<file path="src/rtl/ex_stage_if.sv">
// Upstream (decoded op) and downstream (result) valid/ready channels of ex_stage.
// slave is the stage side, master is the producer/consumer side.
interface ex_stage_if;
  logic        in_valid;
  logic        in_ready;
  logic [31:0] in_op1;
  logic [31:0] in_op2;
  logic [4:0]  in_rs1;
  logic [4:0]  in_rs2;
  logic [4:0]  in_rd;
  logic        in_wen;
  logic [4:0]  in_shamt;
  logic [2:0]  in_select;

  logic        out_valid;
  logic        out_ready;
  logic [31:0] out_result;
  logic [4:0]  out_rd;
  logic        out_wen;
  logic        out_illegal;

  modport slave (
    input  in_valid, in_op1, in_op2, in_rs1, in_rs2, in_rd, in_wen, in_shamt, in_select,
    output in_ready,
    output out_valid, out_result, out_rd, out_wen, out_illegal,
    input  out_ready
  );

  modport master (
    output in_valid, in_op1, in_op2, in_rs1, in_rs2, in_rd, in_wen, in_shamt, in_select,
    input  in_ready,
    input  out_valid, out_result, out_rd, out_wen, out_illegal,
    output out_ready
  );
endinterface

</file>
<file path="src/rtl/ex_stage.sv">
// Two-slot execute stage: slot A holds operands and drives the external ALU,
// slot B captures the result and presents it to writeback.
//
// slot state  | meaning
// A empty     | no operation waiting for the ALU
// A full      | operands held, ALU evaluating them this cycle
// B empty     | nothing offered to writeback
// B full      | result offered downstream, held until out_ready
module ex_stage (
  input  logic        clk,
  input  logic        reset_n,
  input  logic        flush,
  ex_stage_if.slave   bus,
  input  logic        fwd_wen,
  input  logic [4:0]  fwd_rd,
  input  logic [31:0] fwd_data,
  output logic [31:0] alu_operand1,
  output logic [31:0] alu_operand2,
  output logic [4:0]  alu_shamt,
  output logic [2:0]  alu_select,
  input  logic [31:0] alu_result
);

  logic        a_valid_q, a_valid_d;
  logic [31:0] a_op1_q, a_op1_d;
  logic [31:0] a_op2_q, a_op2_d;
  logic [4:0]  a_rs1_q, a_rs1_d;
  logic [4:0]  a_rs2_q, a_rs2_d;
  logic [4:0]  a_rd_q, a_rd_d;
  logic        a_wen_q, a_wen_d;
  logic [4:0]  a_shamt_q, a_shamt_d;
  logic [2:0]  a_select_q, a_select_d;

  logic        b_valid_q, b_valid_d;
  logic [31:0] b_result_q, b_result_d;
  logic [4:0]  b_rd_q, b_rd_d;
  logic        b_wen_q, b_wen_d;
  logic        b_illegal_q, b_illegal_d;

  logic        b_adv;
  logic        in_ready;
  logic        accept;
  logic        xfer;
  logic        wb_wen;
  logic        a_illegal;
  logic        byp1;
  logic        byp2;

  // Register-file write snoop; the load-unit write wins over writeback on the same register.
  function automatic logic [31:0] snoop_op(
    input logic [4:0]  rs,
    input logic [31:0] base,
    input logic        fw_en,
    input logic [4:0]  fw_rd,
    input logic [31:0] fw_data,
    input logic        wb_en,
    input logic [4:0]  wb_rd,
    input logic [31:0] wb_data
  );
    logic [31:0] v;
    v = base;
    if (rs != 5'd0) begin
      if (fw_en && (fw_rd == rs)) v = fw_data;
      else if (wb_en && (wb_rd == rs)) v = wb_data;
    end
    return v;
  endfunction

  // Handshake control, bypass muxes and next-state of both slots.
  always_comb begin
    b_adv     = !b_valid_q || bus.out_ready;
    in_ready  = reset_n && (!a_valid_q || b_adv);
    accept    = bus.in_valid && in_ready && !flush;
    xfer      = a_valid_q && b_adv && !flush;
    wb_wen    = b_valid_q && bus.out_ready && b_wen_q;
    a_illegal = a_select_q[2] && a_select_q[1];

    // b_wen is already cleared for illegal entries; b_illegal kept explicit for clarity.
    byp1 = b_valid_q && b_wen_q && (b_rd_q == a_rs1_q) && (a_rs1_q != 5'd0) && !b_illegal_q;
    byp2 = b_valid_q && b_wen_q && (b_rd_q == a_rs2_q) && (a_rs2_q != 5'd0) && !b_illegal_q;

    alu_operand1 = byp1 ? b_result_q : a_op1_q;
    alu_operand2 = byp2 ? b_result_q : a_op2_q;
    alu_shamt    = a_shamt_q;
    alu_select   = a_select_q;

    a_valid_d  = a_valid_q;
    a_rs1_d    = a_rs1_q;
    a_rs2_d    = a_rs2_q;
    a_rd_d     = a_rd_q;
    a_wen_d    = a_wen_q;
    a_shamt_d  = a_shamt_q;
    a_select_d = a_select_q;

    if (flush)       a_valid_d = 1'b0;
    else if (accept) a_valid_d = 1'b1;
    else if (xfer)   a_valid_d = 1'b0;

    if (accept) begin
      a_rs1_d    = bus.in_rs1;
      a_rs2_d    = bus.in_rs2;
      a_rd_d     = bus.in_rd;
      a_wen_d    = bus.in_wen;
      a_shamt_d  = bus.in_shamt;
      a_select_d = bus.in_select;
    end

    // Snoop targets whichever op occupies slot A after this edge, new or held.
    a_op1_d = snoop_op(a_rs1_d, accept ? bus.in_op1 : a_op1_q,
                       fwd_wen, fwd_rd, fwd_data, wb_wen, b_rd_q, b_result_q);
    a_op2_d = snoop_op(a_rs2_d, accept ? bus.in_op2 : a_op2_q,
                       fwd_wen, fwd_rd, fwd_data, wb_wen, b_rd_q, b_result_q);

    b_valid_d   = b_valid_q;
    b_result_d  = b_result_q;
    b_rd_d      = b_rd_q;
    b_wen_d     = b_wen_q;
    b_illegal_d = b_illegal_q;

    if (flush)      b_valid_d = 1'b0;
    else if (xfer)  b_valid_d = 1'b1;
    else if (b_adv) b_valid_d = 1'b0;

    if (xfer) begin
      b_result_d  = a_illegal ? 32'd0 : alu_result;
      b_rd_d      = a_rd_q;
      b_wen_d     = a_wen_q && !a_illegal;
      b_illegal_d = a_illegal;
    end
  end

  // Slot registers with synchronous active-low reset.
  always_ff @(posedge clk) begin
    if (!reset_n) begin
      a_valid_q   <= 1'b0;
      a_op1_q     <= 32'd0;
      a_op2_q     <= 32'd0;
      a_rs1_q     <= 5'd0;
      a_rs2_q     <= 5'd0;
      a_rd_q      <= 5'd0;
      a_wen_q     <= 1'b0;
      a_shamt_q   <= 5'd0;
      a_select_q  <= 3'd0;
      b_valid_q   <= 1'b0;
      b_result_q  <= 32'd0;
      b_rd_q      <= 5'd0;
      b_wen_q     <= 1'b0;
      b_illegal_q <= 1'b0;
    end else begin
      a_valid_q   <= a_valid_d;
      a_op1_q     <= a_op1_d;
      a_op2_q     <= a_op2_d;
      a_rs1_q     <= a_rs1_d;
      a_rs2_q     <= a_rs2_d;
      a_rd_q      <= a_rd_d;
      a_wen_q     <= a_wen_d;
      a_shamt_q   <= a_shamt_d;
      a_select_q  <= a_select_d;
      b_valid_q   <= b_valid_d;
      b_result_q  <= b_result_d;
      b_rd_q      <= b_rd_d;
      b_wen_q     <= b_wen_d;
      b_illegal_q <= b_illegal_d;
    end
  end

  assign bus.in_ready    = in_ready;
  assign bus.out_valid   = b_valid_q;
  assign bus.out_result  = b_result_q;
  assign bus.out_rd      = b_rd_q;
  assign bus.out_wen     = b_wen_q;
  assign bus.out_illegal = b_illegal_q;

endmodule

</file>
<file path="src/flat_wrapper.sv">
// flat-port wrapper written by rule: the top's interface ports become plain ports
module ex_stage_flat 
  (clk, reset_n, flush, fwd_wen, fwd_rd, fwd_data, alu_operand1, alu_operand2, alu_shamt, alu_select, alu_result, bus_in_valid, bus_in_op1, bus_in_op2, bus_in_rs1, bus_in_rs2, bus_in_rd, bus_in_wen, bus_in_shamt, bus_in_select, bus_in_ready, bus_out_valid, bus_out_result, bus_out_rd, bus_out_wen, bus_out_illegal, bus_out_ready);
  ex_stage_if bus_i ();
  input  logic clk;
  input  logic reset_n;
  input  logic flush;
  input  logic fwd_wen;
  input  logic [4:0] fwd_rd;
  input  logic [31:0] fwd_data;
  output logic [31:0] alu_operand1;
  output logic [31:0] alu_operand2;
  output logic [4:0] alu_shamt;
  output logic [2:0] alu_select;
  input  logic [31:0] alu_result;
  input wire logic [$bits(bus_i.in_valid)-1:0] bus_in_valid;
  input wire logic [$bits(bus_i.in_op1)-1:0] bus_in_op1;
  input wire logic [$bits(bus_i.in_op2)-1:0] bus_in_op2;
  input wire logic [$bits(bus_i.in_rs1)-1:0] bus_in_rs1;
  input wire logic [$bits(bus_i.in_rs2)-1:0] bus_in_rs2;
  input wire logic [$bits(bus_i.in_rd)-1:0] bus_in_rd;
  input wire logic [$bits(bus_i.in_wen)-1:0] bus_in_wen;
  input wire logic [$bits(bus_i.in_shamt)-1:0] bus_in_shamt;
  input wire logic [$bits(bus_i.in_select)-1:0] bus_in_select;
  output wire logic [$bits(bus_i.in_ready)-1:0] bus_in_ready;
  output wire logic [$bits(bus_i.out_valid)-1:0] bus_out_valid;
  output wire logic [$bits(bus_i.out_result)-1:0] bus_out_result;
  output wire logic [$bits(bus_i.out_rd)-1:0] bus_out_rd;
  output wire logic [$bits(bus_i.out_wen)-1:0] bus_out_wen;
  output wire logic [$bits(bus_i.out_illegal)-1:0] bus_out_illegal;
  input wire logic [$bits(bus_i.out_ready)-1:0] bus_out_ready;
  assign bus_i.in_valid = bus_in_valid;
  assign bus_i.in_op1 = bus_in_op1;
  assign bus_i.in_op2 = bus_in_op2;
  assign bus_i.in_rs1 = bus_in_rs1;
  assign bus_i.in_rs2 = bus_in_rs2;
  assign bus_i.in_rd = bus_in_rd;
  assign bus_i.in_wen = bus_in_wen;
  assign bus_i.in_shamt = bus_in_shamt;
  assign bus_i.in_select = bus_in_select;
  assign bus_in_ready = bus_i.in_ready;
  assign bus_out_valid = bus_i.out_valid;
  assign bus_out_result = bus_i.out_result;
  assign bus_out_rd = bus_i.out_rd;
  assign bus_out_wen = bus_i.out_wen;
  assign bus_out_illegal = bus_i.out_illegal;
  assign bus_i.out_ready = bus_out_ready;
  ex_stage u_core (.clk(clk), .reset_n(reset_n), .flush(flush), .bus(bus_i), .fwd_wen(fwd_wen), .fwd_rd(fwd_rd), .fwd_data(fwd_data), .alu_operand1(alu_operand1), .alu_operand2(alu_operand2), .alu_shamt(alu_shamt), .alu_select(alu_select), .alu_result(alu_result));
endmodule
</file>
<file path="config.mk">
export PLATFORM = sky130hd
export DESIGN_NAME = ex_stage_flat
export DESIGN_NICKNAME = d
export VERILOG_FILES = /design/src/rtl/ex_stage_if.sv /design/src/rtl/ex_stage.sv /design/src/flat_wrapper.sv
export SDC_FILE = /design/constraint.sdc
export NUM_CORES = 1
export LEC_CHECK = 0
export CELL_PAD_IN_SITES_DETAIL_PLACEMENT = 1
export CELL_PAD_IN_SITES_GLOBAL_PLACEMENT = 1
export CORE_UTILIZATION = 34
export DETAILED_ROUTE_END_ITERATION = 10
export PLACE_DENSITY = 0.8
export SLEW_MARGIN = 20
export SYNTH_ARGS = -nofsm -noshare
export SYNTH_HDL_FRONTEND = slang
export SYNTH_SLANG_ARGS = --single-unit
</file>
<file path="constraint.sdc">
create_clock -name clk -period 2.6 [get_ports clk]
set_input_delay 0.26 -clock clk [delete_from_list [all_inputs] [get_ports clk]]
set_output_delay 0.26 -clock clk [all_outputs]
set_load 0.01 [all_outputs]
</file>
# Word-level counts from Yosys, hierarchy flattened
# Index checks and enable logic that the tools add are counted.
# totals
ff_bits	129
in_bits	163
output_inout_bits	113
wordCells	72
# op_classes
eq_ne	6
mux	17
bitwise	1
n_reduce_logical	34
# op_table
op	n
$mux 32	11
$eq 5x5->1	6
$logic_and 1x1->1	20
$reduce_bool 5->1	4
$mux 5	2
$logic_not 1->1	5
$mux 1	4
$reduce_bool 2->1	2
$logic_or 1x1->1	2
$reduce_or 2->1	1
$not 1->1	1

# Depth between registers and ports, before layout
# Gate-level depths: netlist of the first run.
# depth
word_depth	12
mapped_depth	9
depth_no_buf	6

# Least setup slack after synthesis of the first run
# OpenSTA, ideal clock, no wires.
# synth_timing
kind	register to output
start	reg u_core.b_rd_q[3] (netlist: u_core.bus.out_rd[3])
end	out alu_operand1[11]
arrival_ns	2.140
required_ns	2.340
path_slack_ns	0.200
path_stages_with_launch	8
path_buffers	2
path_cell_list	dfxtp_1 -> clkbuf_1 -> nand2_1 -> a211oi_1 -> a31oi_1 -> nor3_1 -> clkbuf_1 -> mux2_2
# synth_between
elab_chain_len	5
# synth_lines
element	line	rtl
from (decl)	ex_stage.sv:36	logic [4:0] b_rd_q, b_rd_d;
from (signal assigned)	ex_stage.sv:161	b_rd_q <= b_rd_d;
$eq 5x5->1	ex_stage.sv:79	byp1 = b_valid_q && b_wen_q && (b_rd_q == a_rs1_q) && (a_rs1_q != 5'd0) && !b_illegal_q;
$logic_and 1x1->1 (3 in a row)	ex_stage.sv:79	
$mux 32	ex_stage.sv:82	alu_operand1 = byp1 ? b_result_q : a_op1_q;
to (decl)	flat_wrapper.sv:11	output logic [31:0] alu_operand1;
# Every way passes these cells.

# Worst setup path in the final report of the first run
# layout_timing
start	reg u_core.a_rs2_q[1]
end	out alu_operand2[27]
# layout_between
elab_chain_len	5
word_cells_on_any_way	6
cone_classes	eq/ne (1); mux (1); reduce/logical (4)
# layout_lines
element	line	rtl
from (decl)	ex_stage.sv:28	logic [4:0] a_rs2_q, a_rs2_d;
from (signal assigned)	ex_stage.sv:154	a_rs2_q <= a_rs2_d;
$eq 5x5->1	ex_stage.sv:80	byp2 = b_valid_q && b_wen_q && (b_rd_q == a_rs2_q) && (a_rs2_q != 5'd0) && !b_illegal_q;
$logic_and 1x1->1	ex_stage.sv:80	
$logic_and 1x1->1 (*) (2 in a row)	ex_stage.sv:80	
$mux 32 (*)	ex_stage.sv:83	alu_operand2 = byp2 ? b_result_q : a_op2_q;
to (decl)	flat_wrapper.sv:12	output logic [31:0] alu_operand2;
# Every way passes the cells marked *; elsewhere a longest branch is shown, timed or not.

==> impl_summary.log, run 1 <==
INFO  metric worst-slew-pin-transition = 0.704 ns
INFO  metric layout.nets = 1,428
INFO  metric timing.final.setup_violations = 16
INFO  metric global_route_wire_length_before_repair = 58.4 mm
INFO  metric cpMaxStageDelayCell = sky130_fd_sc_hd__dfxtp_2
INFO  metric maxCapViolations = 0
INFO  metric worstSetupPathType = reg -> out
INFO  metric hold-path-cell-count = 3
INFO  metric p_total = around 7 mW
INFO  metric synthToLayoutAreaGrowth = 60.7%
INFO  metric clk_latency = 0.42 ns
INFO  metric core.rowCount = 57
INFO  metric synth_net_count = 1,126
INFO  metric ys.warnings.count = 0
INFO  metric design.core.area = between 20,000 and 25,000 um^2
INFO  metric antenna_found_initial = 0
INFO  metric hold_class = in -> reg
INFO  metric via_count = around 9,500
INFO  metric synth-seq-cells = 129
INFO  metric crit_path_end_kind = output pin
INFO  metric dr.pass1.iters = 8
INFO  metric drcViolationCount = 0
INFO  metric normalized_max_slew_margin = 0.529
INFO  metric syn_area_per_cell = 8.69 um^2
INFO  metric p_leak = a little under 5 nW
INFO  metric cells_after_synth = approximately 960
INFO  metric violations = setup timing
INFO  metric share_of_post_route_cells_with_drive_strength_above_1 = 0.247
INFO  metric cp_peak_stage_delay = 0.34 ns
INFO  metric layout.cells.most_common = sky130_fd_sc_hd__clkdlybuf4s50_1
INFO  metric floorplan.initialDensity = 0.345
INFO  metric power_density = between 500 and 600 nW/um^2
INFO  metric synth_seq_area_share = 0.309
INFO  metric cts-htree-levels = 4
INFO  metric cts-buffers-inserted = 17
INFO  metric most-common-layout-cells = sky130_fd_sc_hd__clkdlybuf4s50_1, sky130_fd_sc_hd__dfxtp_1, sky130_fd_sc_hd__nand2_1
INFO  metric dp_hpwl = 25.4 mm
INFO  metric slew_violations = 0
INFO  metric gr-total-overflow = 0
INFO  metric finalCritPeriodShare = 1.03
INFO  metric syn_area = 8370 um^2
INFO  metric final_hold_viol_count = 0
INFO  metric die-height = 159 um
INFO  metric crit_path_frequent_cell = sky130_fd_sc_hd__buf_6
INFO  metric setup_ws = -0.0731 ns
INFO  metric clk_root_buffer_cell = sky130_fd_sc_hd__clkbuf_16
INFO  metric portBuffers = 275
INFO  metric cts_buffer_depth = 2
INFO  metric ff2ff_path_depth = 9
INFO  metric layout_min_cycle_time = 2.67 ns
INFO  metric grt_start_max_net_pins = 65
INFO  metric skew = 0.0187 ns
INFO  metric detail_route.iter0.violations = 667
INFO  metric tritoncts_clock_tree = done
INFO  metric placer_congestion_estimate = 0.882
INFO  metric grt_pass1_vias = 10,100
INFO  metric number_of_hold_buffers_added_after_cts = 0
INFO  metric rsz_0062_raised_after_global_routing = yes
INFO  metric postSynth.topFlopCell = sky130_fd_sc_hd__dfxtp_1
INFO  metric yosys.cell_types.count = 55
INFO  metric fp.dieArea = between 20,000 and 30,000 um^2
INFO  metric cp_data_arrival_time = 2.41 ns
INFO  metric cts.reportedPaths.clkPinSlew = 0.07 ns
INFO  metric vdd_ir_drop_max = 342 uV
INFO  metric synth_async_sr_flop_share = 0
INFO  metric count_of_flip_flops_with_a_built_in_enable_after_synthesis = 0
INFO  metric post-route-util = 0.554
INFO  metric antenna_cells_inserted = 0
INFO  metric maxClockFrequency = 0.374 GHz
INFO  metric startpoint_type = flop
INFO  metric routed_wire_length_per_instance = 24.2 um
INFO  metric io_pins = 276
INFO  metric antenna_violating_nets_post_route = 0
INFO  metric timing.critical_path.fanout_max = 6
INFO  metric track_usage = 0.293
INFO  metric cts_sinks = 129
INFO  metric route.detailed.vias_per_inst = a little under 6
INFO  metric final_wirelength = 38.8 mm
INFO  metric outcome = complete, but fails checks
INFO  metric worst-endpoint-required = 2.34 ns
INFO  metric die_w = 159 um
INFO  metric path_cells = buf_4, or2_2, a211oi_2, nand2_2, buf_12, clkbuf_16, buf_6, mux2_4, buf_6
[kinds of logic (layout without fill, tap and decap cells)]
family / Yosys count / after routing / synth area share
buffers and inverters: 116 / 431 / 0.0591
xor gates and xnor gates: 23 / 23 / 0.0241
DFF: 129 / 129 / 0.309
AOI/OAI and AO/OA: 322 / 322 / 0.289
and+or+nand+nor: 244 / 244 / 0.155
muxes: 129 / 129 / 0.164
[Yosys cell counts (2+ instances only)]
master | n | share of area
sky130_fd_sc_hd__buf_4 | 2 | 0.0018
sky130_fd_sc_hd__nand3b_1 | 3 | 0.0027
sky130_fd_sc_hd__a22oi_1 | 35 | 0.031
sky130_fd_sc_hd__a211oi_1 | 5 | 0.0045
sky130_fd_sc_hd__a31oi_1 | 34 | 0.025
sky130_fd_sc_hd__and4_1 | 2 | 0.0021
sky130_fd_sc_hd__buf_6 | 4 | 0.0054
sky130_fd_sc_hd__a211o_1 | 32 | 0.034
sky130_fd_sc_hd__inv_1 | 8 | 0.0036
sky130_fd_sc_hd__and2_1 | 2 | 0.0015
sky130_fd_sc_hd__nand2b_1 | 6 | 0.0045
sky130_fd_sc_hd__nor2_1 | 6 | 0.0027
sky130_fd_sc_hd__o221ai_1 | 32 | 0.034
sky130_fd_sc_hd__buf_2 | 17 | 0.010
sky130_fd_sc_hd__xnor2_1 | 10 | 0.010
sky130_fd_sc_hd__dfxtp_1 | 129 | 0.31
sky130_fd_sc_hd__a221o_1 | 2 | 0.0024
sky130_fd_sc_hd__nor3_1 | 3 | 0.0018
sky130_fd_sc_hd__nand2_1 | 86 | 0.039
sky130_fd_sc_hd__nand3_1 | 14 | 0.0084
sky130_fd_sc_hd__clkbuf_1 | 78 | 0.035
sky130_fd_sc_hd__or3_1 | 33 | 0.025
sky130_fd_sc_hd__nor4_1 | 6 | 0.0045
sky130_fd_sc_hd__nand4_1 | 34 | 0.025
sky130_fd_sc_hd__a21boi_0 | 27 | 0.024
sky130_fd_sc_hd__a32o_1 | 32 | 0.038
sky130_fd_sc_hd__and3b_1 | 2 | 0.0021
sky130_fd_sc_hd__nor2b_1 | 39 | 0.029
sky130_fd_sc_hd__xor2_1 | 13 | 0.014
sky130_fd_sc_hd__a2111oi_0 | 4 | 0.0042
sky130_fd_sc_hd__o32ai_1 | 32 | 0.034
sky130_fd_sc_hd__or2_2 | 2 | 0.0015
sky130_fd_sc_hd__a21oi_1 | 37 | 0.022
sky130_fd_sc_hd__o21ai_0 | 38 | 0.023
sky130_fd_sc_hd__buf_1 | 7 | 0.0031
sky130_fd_sc_hd__mux2i_1 | 65 | 0.078
sky130_fd_sc_hd__mux2_2 | 64 | 0.086
[layer usage]
layer | vias to the layer above | part of all wire | global-route usage
li1 | 4340 | - | -
met1 | 4726 | 0.42 | 0.367
met2 | 387 | 0.50 | 0.508
met3 | 75 | 0.049 | 0.0483
met4 | 0 | 0.031 | 0.0962
met5 | - | 0 | 0
[area by class of cell]
cell class | instances | area, um^2
Sequential cell | 129 | 2600
Timing Repair Buffer | 391 | 4160
Multi-Input combinational cell | 718 | 5580
Tap cell | 324 | 405
Fill cell | 2672 | 10800
Clock buffer | 20 | 467
Inverter | 8 | 30.0
Clock inverter | 12 | 203
[worst paths after layout]
kind                        startpoint                   end  slack (ns)
setup / recovery     u_core.a_rs2_q[1]      alu_operand2[27]       -0.07
hold / removal         bus_in_shamt[1]   u_core.alu_shamt[1]        0.39
setup reg to reg  u_core.bus.out_valid    u_core.a_op2_q[13]        0.18
hold reg to reg       u_core.a_rd_q[3]  u_core.bus.out_rd[3]        0.46
[stage by stage]
stage	std cells	hold slack, ns	TNS, ns	setup WS (ns)	instance area, um^2
2_1_floorplan	963	0.405	0	0.200	8370
3_3_place_gp	1546	0.450	-5.35	-0.118	12100
3_5_place_dp	1546	0.465	-8.95	-0.177	12100
4_1_cts	1583	0.383	-2.28	-0.107	12800
5_1_grt	1602	0.422	-5.15	-0.149	13400
6_report	1602	0.392	-0.545	-0.0731	13400
[worst max-delay path, delay by kind of cell (launching register included)]
family,cells,cell delay (ns)
compound gates,1,0.21
buf+inv,5,0.73
flops,1,0.34
mux,1,0.30
simple gates,2,0.40
[state kept, by name (all words and copies together) (netlist names)]
signal and count:
u_core.a_rd_q 5, u_core.bus.out_wen 1, u_core.alu_select 3, u_core.a_rs1_q 5, u_core.bus.out_illegal 1, u_core.a_rs2_q 5, u_core.a_valid_q 1, u_core.a_op1_q 32
u_core.a_op2_q 32, u_core.a_wen_q 1, u_core.bus.out_rd 5, u_core.bus.out_result 32, u_core.bus.out_valid 1, u_core.alu_shamt 5
[report_power, final]
part	leakage [nW]	internal (mW)	switching [mW]	total, mW
clock network	0.327	1.79	0.994	2.78
logic	3.49	1.09	0.905	1.99
registers	1.06	2.14	0.119	2.26
total	4.87	5.01	2.02	7.03
[repair_timing]
| action | 4_1_cts | 5_1_grt |
|---|---|---|
| resized for setup | 208 | 189 |
| gates cloned | 2 | 5 |
| pin swaps | 4 | 4 |
| endpoints found under the setup margin | 64 | 86 |
| buffers inserted | 3 | 14 |
(Power assumes the default switching activity.)
==> run 2: changes to the inputs <==
CORE_UTILIZATION = 37   (was 34)
PLACE_DENSITY = 0.86   (was 0.8)
SKIP_CTS_REPAIR_TIMING = 1   (was unset)
clock period = 3.19 ns   (was 2.6 ns; I/O delays follow)
==> impl_summary.log, run 2 (synthesis gave the netlist of run 1 again) <==
INFO  metric worst_r2r_startpoint = u_core.bus.out_rd[2]
INFO  metric seq_area = 2590 um^2 (-0.43%)
INFO  metric share_of_post_route_cells_with_drive_strength_above_1 = 0.138 (-0.110)
INFO  metric via_count = 9,410 (-1.2%)
INFO  metric skew = 0.0137 ns (-0.00497 ns)
INFO  metric clk_root_buffer_cell = sky130_fd_sc_hd__clkbuf_16
INFO  metric cts-htree-levels = 4 (unchanged)
INFO  metric maxCapViolations = 0 (unchanged)
INFO  metric vdd_ir_drop_max = 289 uV (-16%)
INFO  metric finalCritPeriodShare = 0.975
INFO  metric drcViolationCount = 26 (+26)
INFO  metric layout_min_cycle_time = 3.11 ns
INFO  metric slew_violations = 0 (unchanged)
INFO  metric global_route_wire_length_before_repair = 56.5 mm (-3.3%)
INFO  metric hold-path-cell-count = 3 (unchanged)
INFO  metric grt_start_max_net_pins = 74 (+14%)
INFO  metric io_pins = 276 (unchanged)
INFO  metric place_area = 11,500 um^2 (-4.9%)
INFO  metric gr-total-overflow = 0 (unchanged)
INFO  metric cts_sinks = 129 (unchanged)
INFO  metric violations = DRC
INFO  metric tritoncts_clock_tree = done
INFO  metric maxClockFrequency = 0.322 GHz
INFO  metric layout.nets = 1,356 (-5.0%)
INFO  metric cts_buffer_depth = 2 (unchanged)
INFO  metric crit_path_end_kind = output pin
INFO  metric die-height = 152 um (-4.1%)
INFO  metric worst-slew-pin-transition = 0.736 ns (+0.0318 ns)
INFO  metric cp_peak_stage_delay = 0.59 ns (+0.25 ns)
INFO  metric fp.dieArea = 23,200 um^2 (-8.0%)
INFO  metric p_leak = 4.31 nW (-12%)
INFO  metric ff2ff_path_depth = 8 (-1)
INFO  metric hold-worst-slack = 0.454 ns (+0.0614 ns)
INFO  metric hold_class = in -> reg
INFO  metric startpoint_type = flop
INFO  metric grt_pass1_vias = 9,746 (-3.3%)
INFO  metric timing.reg2reg.setup_slack = 0.69 ns (+0.51 ns)
INFO  metric die_w = 152 um (-4.1%)
INFO  metric floorplan.initialDensity = 0.380 (+0.0348)
INFO  metric design.core.area = 22,000 um^2 (-9.2%)
INFO  metric antenna_cells_inserted = 0 (unchanged)
INFO  metric portBuffers = 275 (unchanged)
INFO  metric cts.reportedPaths.clkPinSlew = 0.06 ns (about the same)
INFO  metric cp_num_buf_inv = 2 (-3)
INFO  metric final_wirelength = 36.7 mm (-5.4%)
INFO  metric layout.cell_area.non_filler = 12,200 um^2 (-8.9%)
INFO  metric crit_family = buffers and inverters
INFO  metric multiInputGateArea = 5380 um^2 (-3.6%)
INFO  metric worst_hold_path.endpoint = u_core.a_rd_q[3]
INFO  metric synthToLayoutAreaGrowth = 46.4%
INFO  metric track_usage = 0.309 (+0.0165)
INFO  metric dp_hpwl = 24.5 mm (-3.9%)
INFO  metric route.detailed.vias_per_inst = 6.33 (+6.5%)
INFO  metric dr.pass1.iters = 8 (unchanged)
INFO  metric path_cells = or2_2, a211oi_1, nand2_2, buf_12, mux2_2, clkdlybuf4s50_1
INFO  metric final_hold_viol_count = 0 (unchanged)
INFO  metric rsz_0062_raised_after_global_routing = yes
INFO  metric clk_latency = 0.43 ns (about the same)
INFO  metric layout.cells.most_common = sky130_fd_sc_hd__clkdlybuf4s50_1
INFO  metric worstSetupPathType = reg -> out
INFO  metric antenna_violating_nets_post_route = 0 (unchanged)
INFO  metric cpMaxStageDelayCell = sky130_fd_sc_hd__clkdlybuf4s50_1
INFO  metric routed_wire_length_per_instance = 24.7 um (+2.0%)
INFO  metric most-common-layout-cells = sky130_fd_sc_hd__clkdlybuf4s50_1, sky130_fd_sc_hd__dfxtp_1, sky130_fd_sc_hd__nand2_1
INFO  metric cts-buffers-inserted = 17 (unchanged)
INFO  metric tns = 0 ns (+0.545 ns)
INFO  metric n_fill_cell = 2,523 (-5.6%)
INFO  metric timing.final.setup_violations = 0 (-16)
INFO  metric normalized_max_slew_margin = 0.509 (-0.0202)
INFO  metric min_from = bus_in_rd[3]
INFO  metric core.rowCount = 54 (-5.3%)
INFO  metric antenna_found_initial = 0 (unchanged)
INFO  metric placer_congestion_estimate = 0.898 (+1.8%)
INFO  metric r2r-end = u_core.a_op1_q[26]
INFO  metric outcome = complete, but fails checks
INFO  metric detail_route.iter0.violations = 817 (+22%)
INFO  metric worst-endpoint-required = 2.87 ns (+0.53 ns)
INFO  metric power_density = 442 nW/um^2 (-15%)
INFO  metric timing.critical_path.fanout_max = 32 (+26)
INFO  metric cp_data_arrival_time = 2.79 ns (+0.38 ns)
## run 2: cell types whose count changed in the layout (fill, tap and decap cells not counted), sizes merged
cell | previous run | this run
buf | 172 | 44
bufinv | 5 | 3
clkbuf | 29 | 20
clkdlybuf4s50 | 210 | 259
clkinvlp | 1 | 3
dlymetal6s2s | 0 | 15
inv | 9 | 10
## run 2: metrics by stage
step           instances  power, mW  setup slack, ns  utilization
2_1_floorplan        963       2.59            0.731            -
3_3_place_gp        1451       3.27            0.322        0.523
3_5_place_dp        1451       3.32            0.258        0.523
4_1_cts             1483       5.42          -0.0491        0.551
5_1_grt             1486       5.60         -0.00563        0.556
6_report            1486       5.41           0.0801        0.556
## run 2: power breakdown
part	leakage, nW	internal [mW]	switching, mW
Sequential	1.06	1.74	0.0931
Clock	0.296	1.27	0.827
Combinational	2.96	0.782	0.693
Total	4.31	3.80	1.61
## run 2: tightest hold or removal path: stages
cell,delay [ns]
sky130_fd_sc_hd__clkdlybuf4s50_1,0.39
sky130_fd_sc_hd__nand2_1,0.05
sky130_fd_sc_hd__a21boi_0,0.07
## run 2: worst max path at each step
stage               depth (start not counted)                  from            endpoint  slack [ns]
floorplan                                   7  u_core.bus.out_rd[3]    alu_operand1[11]        0.73
global placement                            8         bus_in_rs1[1]  u_core.a_op1_q[30]        0.32
detailed placement                          9                 flush  u_core.a_op2_q[28]        0.26
CTS                                         8     u_core.a_rs1_q[1]     alu_operand1[0]       -0.05
global route                                9     u_core.a_rs1_q[1]    alu_operand1[23]      -0.006
finish                                      6  u_core.bus.out_rd[1]    alu_operand2[19]        0.08
## run 2: layout make-up
cell class                 count  area share
tap                          280      0.0286
inverter                       8     0.00245
clock inverter                13      0.0130
multi-input combinational    718       0.439
sequential                   129       0.212
timing repair buffer         319       0.268
clock buffer                  19      0.0370
## run 2: layer usage
metal	global-route usage	wire, um	part of all wire	up-vias
met5	0	0	0	-
met4	0.122	1080	0.029	0
met3	0.0583	2450	0.067	81
met2	0.537	18000	0.49	433
met1	0.376	15200	0.41	4703
li1	-	-	-	4193
